--- src/rtl/baccarat_pkg.sv ---
// baccarat_pkg: shared state encoding, Punto Banco constants and card helpers
package baccarat_pkg;
  typedef enum logic [3:0] {
    DEAL_P1, DEAL_D1, DEAL_P2, DEAL_D2, CHECK1, DEAL_P3, CHECK2, DEAL_D3, DONE
  } state_t;
  typedef struct packed {
    logic p1, p2, p3, d1, d2, d3;
  } loads_t;
  localparam logic [3:0] NATURAL_MIN     = 4'd8;
  localparam logic [3:0] PLAYER_DRAW_MAX = 4'd5;
  localparam logic [3:0] BANKER_STAND    = 4'd7;
  function automatic logic [3:0] card_value(input logic [3:0] rank);
    return (rank >= 4'd10) ? 4'd0 : rank;
  endfunction
  function automatic loads_t loads_of(input state_t s);
    return {s == DEAL_P1, s == DEAL_P2, s == DEAL_P3, s == DEAL_D1, s == DEAL_D2, s == DEAL_D3};
  endfunction
endpackage

--- src/rtl/baccarat_controller_if.sv ---
// baccarat_if: score readback and load/light signals between controller and datapath
interface baccarat_if;
  logic [3:0] pscore, dscore, pcard3;
  logic load_pcard1, load_pcard2, load_pcard3;
  logic load_dcard1, load_dcard2, load_dcard3;
  logic player_win_light, dealer_win_light;
  modport master (
    input  pscore, dscore, pcard3,
    output load_pcard1, load_pcard2, load_pcard3,
    output load_dcard1, load_dcard2, load_dcard3,
    output player_win_light, dealer_win_light
  );
  modport slave (
    output pscore, dscore, pcard3,
    input  load_pcard1, load_pcard2, load_pcard3,
    input  load_dcard1, load_dcard2, load_dcard3,
    input  player_win_light, dealer_win_light
  );
endinterface

--- src/rtl/baccarat_controller_banker_rule.sv ---
// banker_rule: banker third-card decision from banker total and player third-card value
module banker_rule
  import baccarat_pkg::*;
(
  input  logic [3:0] i_dscore,
  input  logic [3:0] i_value,
  output logic       o_draw
);
  // totals of 7 and above, including corrupt scores > 9, always stand
  assign o_draw = (i_dscore >= BANKER_STAND) ? 1'b0 :
                  (i_dscore <= 4'd2)         ? 1'b1 :
                  (i_dscore == 4'd3)         ? (i_value != 4'd8) :
                  (i_dscore == 4'd4)         ? (i_value >= 4'd2 && i_value <= 4'd7) :
                  (i_dscore == 4'd5)         ? (i_value >= 4'd4 && i_value <= 4'd7) :
                                               (i_value >= 4'd6 && i_value <= 4'd7);
endmodule

--- src/rtl/baccarat_controller.sv ---
// baccarat_controller: sequences one Punto Banco round and drives the win lights
module baccarat_controller
  import baccarat_pkg::*;
(
  input  logic       slow_clock,
  input  logic       resetb,
  baccarat_if.master bus
);
  state_t     r_state, w_next;
  loads_t     r_loads;
  logic       w_draw, w_done;
  logic [3:0] w_value;
  assign w_value = card_value(bus.pcard3);
  banker_rule u_banker (
    .i_dscore (bus.dscore),
    .i_value  (w_value),
    .o_draw   (w_draw)
  );
  always_comb begin
    w_next = DEAL_P1;
    case (r_state)
      DEAL_P1: w_next = DEAL_D1;
      DEAL_D1: w_next = DEAL_P2;
      DEAL_P2: w_next = DEAL_D2;
      DEAL_D2: w_next = CHECK1;
      CHECK1:  w_next = (bus.pscore >= NATURAL_MIN || bus.dscore >= NATURAL_MIN) ? DONE :
                        (bus.pscore <= PLAYER_DRAW_MAX) ? DEAL_P3 :
                        (bus.dscore <= PLAYER_DRAW_MAX) ? DEAL_D3 : DONE;
      DEAL_P3: w_next = CHECK2;
      CHECK2:  w_next = w_draw ? DEAL_D3 : DONE;
      DEAL_D3: w_next = DONE;
      DONE:    w_next = DONE;
      default: w_next = DEAL_P1;
    endcase
  end
  // strobes are registered from the next state so they stay a pure function of r_state
  always_ff @(posedge slow_clock or negedge resetb) begin
    if (!resetb) begin
      r_state <= DEAL_P1;
      r_loads <= loads_of(DEAL_P1);
    end else begin
      r_state <= w_next;
      r_loads <= loads_of(w_next);
    end
  end
  assign w_done               = (r_state == DONE);
  assign bus.load_pcard1      = r_loads.p1;
  assign bus.load_pcard2      = r_loads.p2;
  assign bus.load_pcard3      = r_loads.p3;
  assign bus.load_dcard1      = r_loads.d1;
  assign bus.load_dcard2      = r_loads.d2;
  assign bus.load_dcard3      = r_loads.d3;
  assign bus.player_win_light = w_done && (bus.pscore >= bus.dscore);
  assign bus.dealer_win_light = w_done && (bus.dscore >= bus.pscore);
endmodule

--- src/flat_wrapper.sv ---
// flat-port wrapper written by rule: the top's interface ports become plain ports
module baccarat_controller_flat import baccarat_pkg::*;
  (slow_clock, resetb, bus_pscore, bus_dscore, bus_pcard3, bus_load_pcard1, bus_load_pcard2, bus_load_pcard3, bus_load_dcard1, bus_load_dcard2, bus_load_dcard3, bus_player_win_light, bus_dealer_win_light);
  baccarat_if bus_i ();
  input  logic slow_clock;
  input  logic resetb;
  input wire logic [$bits(bus_i.pscore)-1:0] bus_pscore;
  input wire logic [$bits(bus_i.dscore)-1:0] bus_dscore;
  input wire logic [$bits(bus_i.pcard3)-1:0] bus_pcard3;
  output wire logic [$bits(bus_i.load_pcard1)-1:0] bus_load_pcard1;
  output wire logic [$bits(bus_i.load_pcard2)-1:0] bus_load_pcard2;
  output wire logic [$bits(bus_i.load_pcard3)-1:0] bus_load_pcard3;
  output wire logic [$bits(bus_i.load_dcard1)-1:0] bus_load_dcard1;
  output wire logic [$bits(bus_i.load_dcard2)-1:0] bus_load_dcard2;
  output wire logic [$bits(bus_i.load_dcard3)-1:0] bus_load_dcard3;
  output wire logic [$bits(bus_i.player_win_light)-1:0] bus_player_win_light;
  output wire logic [$bits(bus_i.dealer_win_light)-1:0] bus_dealer_win_light;
  assign bus_i.pscore = bus_pscore;
  assign bus_i.dscore = bus_dscore;
  assign bus_i.pcard3 = bus_pcard3;
  assign bus_load_pcard1 = bus_i.load_pcard1;
  assign bus_load_pcard2 = bus_i.load_pcard2;
  assign bus_load_pcard3 = bus_i.load_pcard3;
  assign bus_load_dcard1 = bus_i.load_dcard1;
  assign bus_load_dcard2 = bus_i.load_dcard2;
  assign bus_load_dcard3 = bus_i.load_dcard3;
  assign bus_player_win_light = bus_i.player_win_light;
  assign bus_dealer_win_light = bus_i.dealer_win_light;
  baccarat_controller u_core (.slow_clock(slow_clock), .resetb(resetb), .bus(bus_i));
endmodule
--- config.mk ---
export PLATFORM = sky130hd
export DESIGN_NAME = baccarat_controller_flat
export DESIGN_NICKNAME = d
export VERILOG_FILES = /design/src/rtl/baccarat_pkg.sv /design/src/rtl/baccarat_controller_if.sv /design/src/rtl/baccarat_controller_banker_rule.sv /design/src/rtl/baccarat_controller.sv /design/src/flat_wrapper.sv
export SDC_FILE = /design/constraint.sdc
export NUM_CORES = 1
export LEC_CHECK = 0
export ABC_AREA = 1
export BUFFER_PORTS_ARGS = -buffer_cell sky130_fd_sc_hd__buf_2
export CORE_MARGIN = 8
export CORE_UTILIZATION = 52
export CTS_BUF_LIST = sky130_fd_sc_hd__clkbuf_8
export CTS_CLUSTER_DIAMETER = 40
export DETAILED_ROUTE_END_ITERATION = 10
export GPL_TIMING_DRIVEN = 0
export PLACE_DENSITY_LB_ADDON = 0.1
export SETUP_SLACK_MARGIN = 0.15
export SLEW_MARGIN = 10
export SYNTH_ARGS = -nofsm -noshare
export SYNTH_HDL_FRONTEND = slang
export SYNTH_SLANG_ARGS = --single-unit
export TNS_END_PERCENT = 50
--- constraint.sdc ---
create_clock -name slow_clock -period 3.55 [get_ports slow_clock]
set_input_delay 0.1775 -clock slow_clock [delete_from_list [all_inputs] [get_ports slow_clock]]
set_output_delay 0.1775 -clock slow_clock [all_outputs]
set_load 0.01 [all_outputs]
==> impl_metrics.yaml <==
detailed_routing:
  viasPerCell: 4.96
  drc: 0
  first_pass_iters: 2
  routed_wl_mm: 1.58
  wl_per_cell_um: 11.9
  drt_iter0_drc: 7
  vias: 660
  ant_nets: 0
critical_path:
  r2r_start: "u_core.r_state[0]"
  rr_worst_depth: 8
  crit_path_start_kind: "register"
  critPathMaxFanout: 8
  crit_top_cell: "buf_2"
  slowest_delay_ps: 350
  crit_arrival_ps: 1510
  slowest_stage: "dfrtp_1"
  cp-end-kind: "output port"
  crit_family: "buffers and inverters"
  crit_buf_inv: 3
  cp_cell_sequence: "buf_2, nor2_4, inv_2, nor3_2, a21boi_1, buf_2"
  cp_num_cells: 6
  crit_path_end: "bus_dealer_win_light"
  cp.required_ps: 3370
  r2r_end: "u_core.bus.load_pcard3"
  rrSetupSlack_ps: 2220
  crit_start: "u_core.r_state[0]"
  path_class: "register to output port"
pwr:
  p_leak_nw: 0.509
  cellPowerDensity_nw_per_um2: 709
  peakVddDrop_uv: 386
  totalPowerFinal_uw: 631
placed_design:
  place_congestion: 0.786
  hpwl_mm: 1.29
  dp_slack_ps: 2050
  port_buffers: 21
cts:
  clockRootBuffer: "clkbuf_8"
  cts_tree: "yes"
  cts_htree_levels: 1
  post_cts_resized: 0
  cts_buffers: 3
  cts.sinks: 10
  cts_buffer_depth: 2
  cts.clk_slew.worst_paths_ps: 50
  clk_latency_ps: 240
logic_synthesis:
  synth-seq-cells: 10
  synth_edf_count: 0
  ys_async_sr_fraction_pct: 100
  synth_largest_area_cell: "dfrtp_1"
  ys_warn_count: 0
  avgSynthCellArea_um2: 7.62
  synthesis.area_um2: 701
  synth_top_area_share_pct: 32.1
  yosys_most_used_dff: "dfrtp_1"
  synth_common_cells: "nand2_1 (20), inv_1 (13), nor2_1 (11)"
  yosysMostFrequentCell: "nand2_1"
  synthCells: 92
  synth_area_leaders: "dfrtp_1 (32%), nand2_1 (11%), ha_1 (7.1%)"
  synthDistinctLibCells: 23
  ys_seq_area_share_pct: 35.9
  syn_nets: 110
sta:
  clock-skew-final_ps: 1.16
  layout_setup_ws_ps: 1860
  period_share_pct: 47.6
  max_freq_mhz: 592
  relSlewSlack_pct: 82.1
  setup_viol: 0
  slew_violations: 0
  hold_viol_final: 0
  fin_tns_setup_ps: 0
  min_period_ps: 1690
  grt_setup_unrepaired: "no"
  worst_slew_pin_slew_ps: 267
global_routing:
  grt_pass1_wl_mm: 2.82
  antenna_found_initial: 0
  grt_pass1_vias: 647
  grt_max_degree: 11
  gr-usage-all-layers_pct: 13.8
  overflow: 0
job:
  drv_cap: 0
final_layout:
  fillers: 118
  insertedDiodeCount: 0
  area_growth_pct: 27.0
  drive_above_1_share_pct: 36.4
  final_nets: 137
worst_hold_path:
  min-delay-path-class: "primary input to register"
floorplan:
  core_area_um2: 1280
  die_h_um: 52.7
  placementRows: 13
  dieArea_um2: 2780
  chipWidth_um: 52.7
  initial_core_util_pct: 54.5
  io_pins: 22
run_status:
  outcome: "finished clean"
report_power, final:
| group | switching [mW] | internal [mW] | total [mW] | leakage (nW) |
|---|---|---|---|---|
| logic | 0.191 | 0.110 | 0.301 | 0.352 |
| registers | 0.0259 | 0.162 | 0.188 | 0.128 |
| clock network | 0.0446 | 0.0974 | 0.142 | 0.0288 |
| total | 0.261 | 0.370 | 0.631 | 0.509 |
flip-flops by register name, summed over array words and instances, names as in the netlist:
register,cells
u_core.bus.load_pcard1,1
u_core.bus.load_pcard3,1
u_core.r_state,4
u_core.bus.load_dcard2,1
u_core.bus.load_dcard1,1
u_core.bus.load_pcard2,1
u_core.bus.load_dcard3,1
worst min-delay path by stage:
| stage | cells after the start | startpoint | to | slack (ps) |
|---|---|---|---|---|
| 5_1_grt | 4 | bus_dscore[3] | u_core.r_state[1] | 330 |
| 3_5_place_dp | 1 | resetb | u_core.bus.load_dcard1 | 40 |
| 6_report | 4 | bus_dscore[3] | u_core.r_state[1] | 300 |
| 2_1_floorplan | 0 | resetb | u_core.bus.load_dcard1 | -120 |
| 3_3_place_gp | 1 | resetb | u_core.r_state[3] | 40 |
| 4_1_cts | 4 | bus_dscore[3] | u_core.r_state[1] | 290 |
metrics by stage:
step / std cells / instance area, um2 / utilization (%) / hold WS [ps]
after global placement: 128 / 825 / 64.2 / 37.6
final: 133 / 890 / 69.2 / 300
after CTS: 133 / 890 / 69.2 / 294
after detailed placement: 128 / 825 / 64.2 / 40.9
after floorplan: 92 / 701 / - / -118
after global routing: 133 / 890 / 69.2 / 326
what timing repair did:
action | CTS | global route
setup endpoints to repair | 0 | 0
endpoints found under the hold margin | 9 | 0
hold buffers | 1 | 0
setup buffers | 0 | 0
logic make-up after synthesis:
kind of cell / after synthesis / share of synthesized area, %
adders and majority gates: 4 / 7.14
DFF: 10 / 35.9
AOI/OAI and AO/OA: 9 / 8.04
buffers and inverters: 18 / 9.82
and+or+nand+nor: 51 / 39.1
cell type report:
class                           instances  area (um2)  share of cell area, %
Clock buffer                            4        55.1                   6.19
Buffer                                  1        5.00                  0.563
Multi-Input combinational cell         64         380                   42.8
Timing Repair Buffer                   22         115                   12.9
Tap cell                               15        18.8                   2.11
Inverter                               17        63.8                   7.17
Sequential cell                        10         251                   28.3
routing by layer:
metal / GRT usage, % / up-vias / part of all wire, %
met5: 0 / - / 0
met4: 9.05 / 0 / 3.4
met3: 4.55 / 5 / 6.3
met2: 21.9 / 15 / 47
met1: 15.2 / 295 / 43
li1: - / 345 / -
cell usage in the layout, fill, tap and decap left out, types with 2 or more instances in the layout:
cell type,n
buf_2,22
nand2_1,20
inv_1,13
nor2_1,11
dfrtp_1,9
inv_2,4
nand3_1,4
a21oi_1,4
ha_1,4
clkbuf_8,4
nor2_2,3
nor3_1,3
nor2_4,2
nand2_2,2
nand4_1,2
o211ai_1,2
tightest hold or removal path: stages:
cell,delay (ps)
buf_2,110
a21oi_2,50
nand3_4,90
nand2_2,60
No activity file was read; power rests on OpenSTA's default activity.
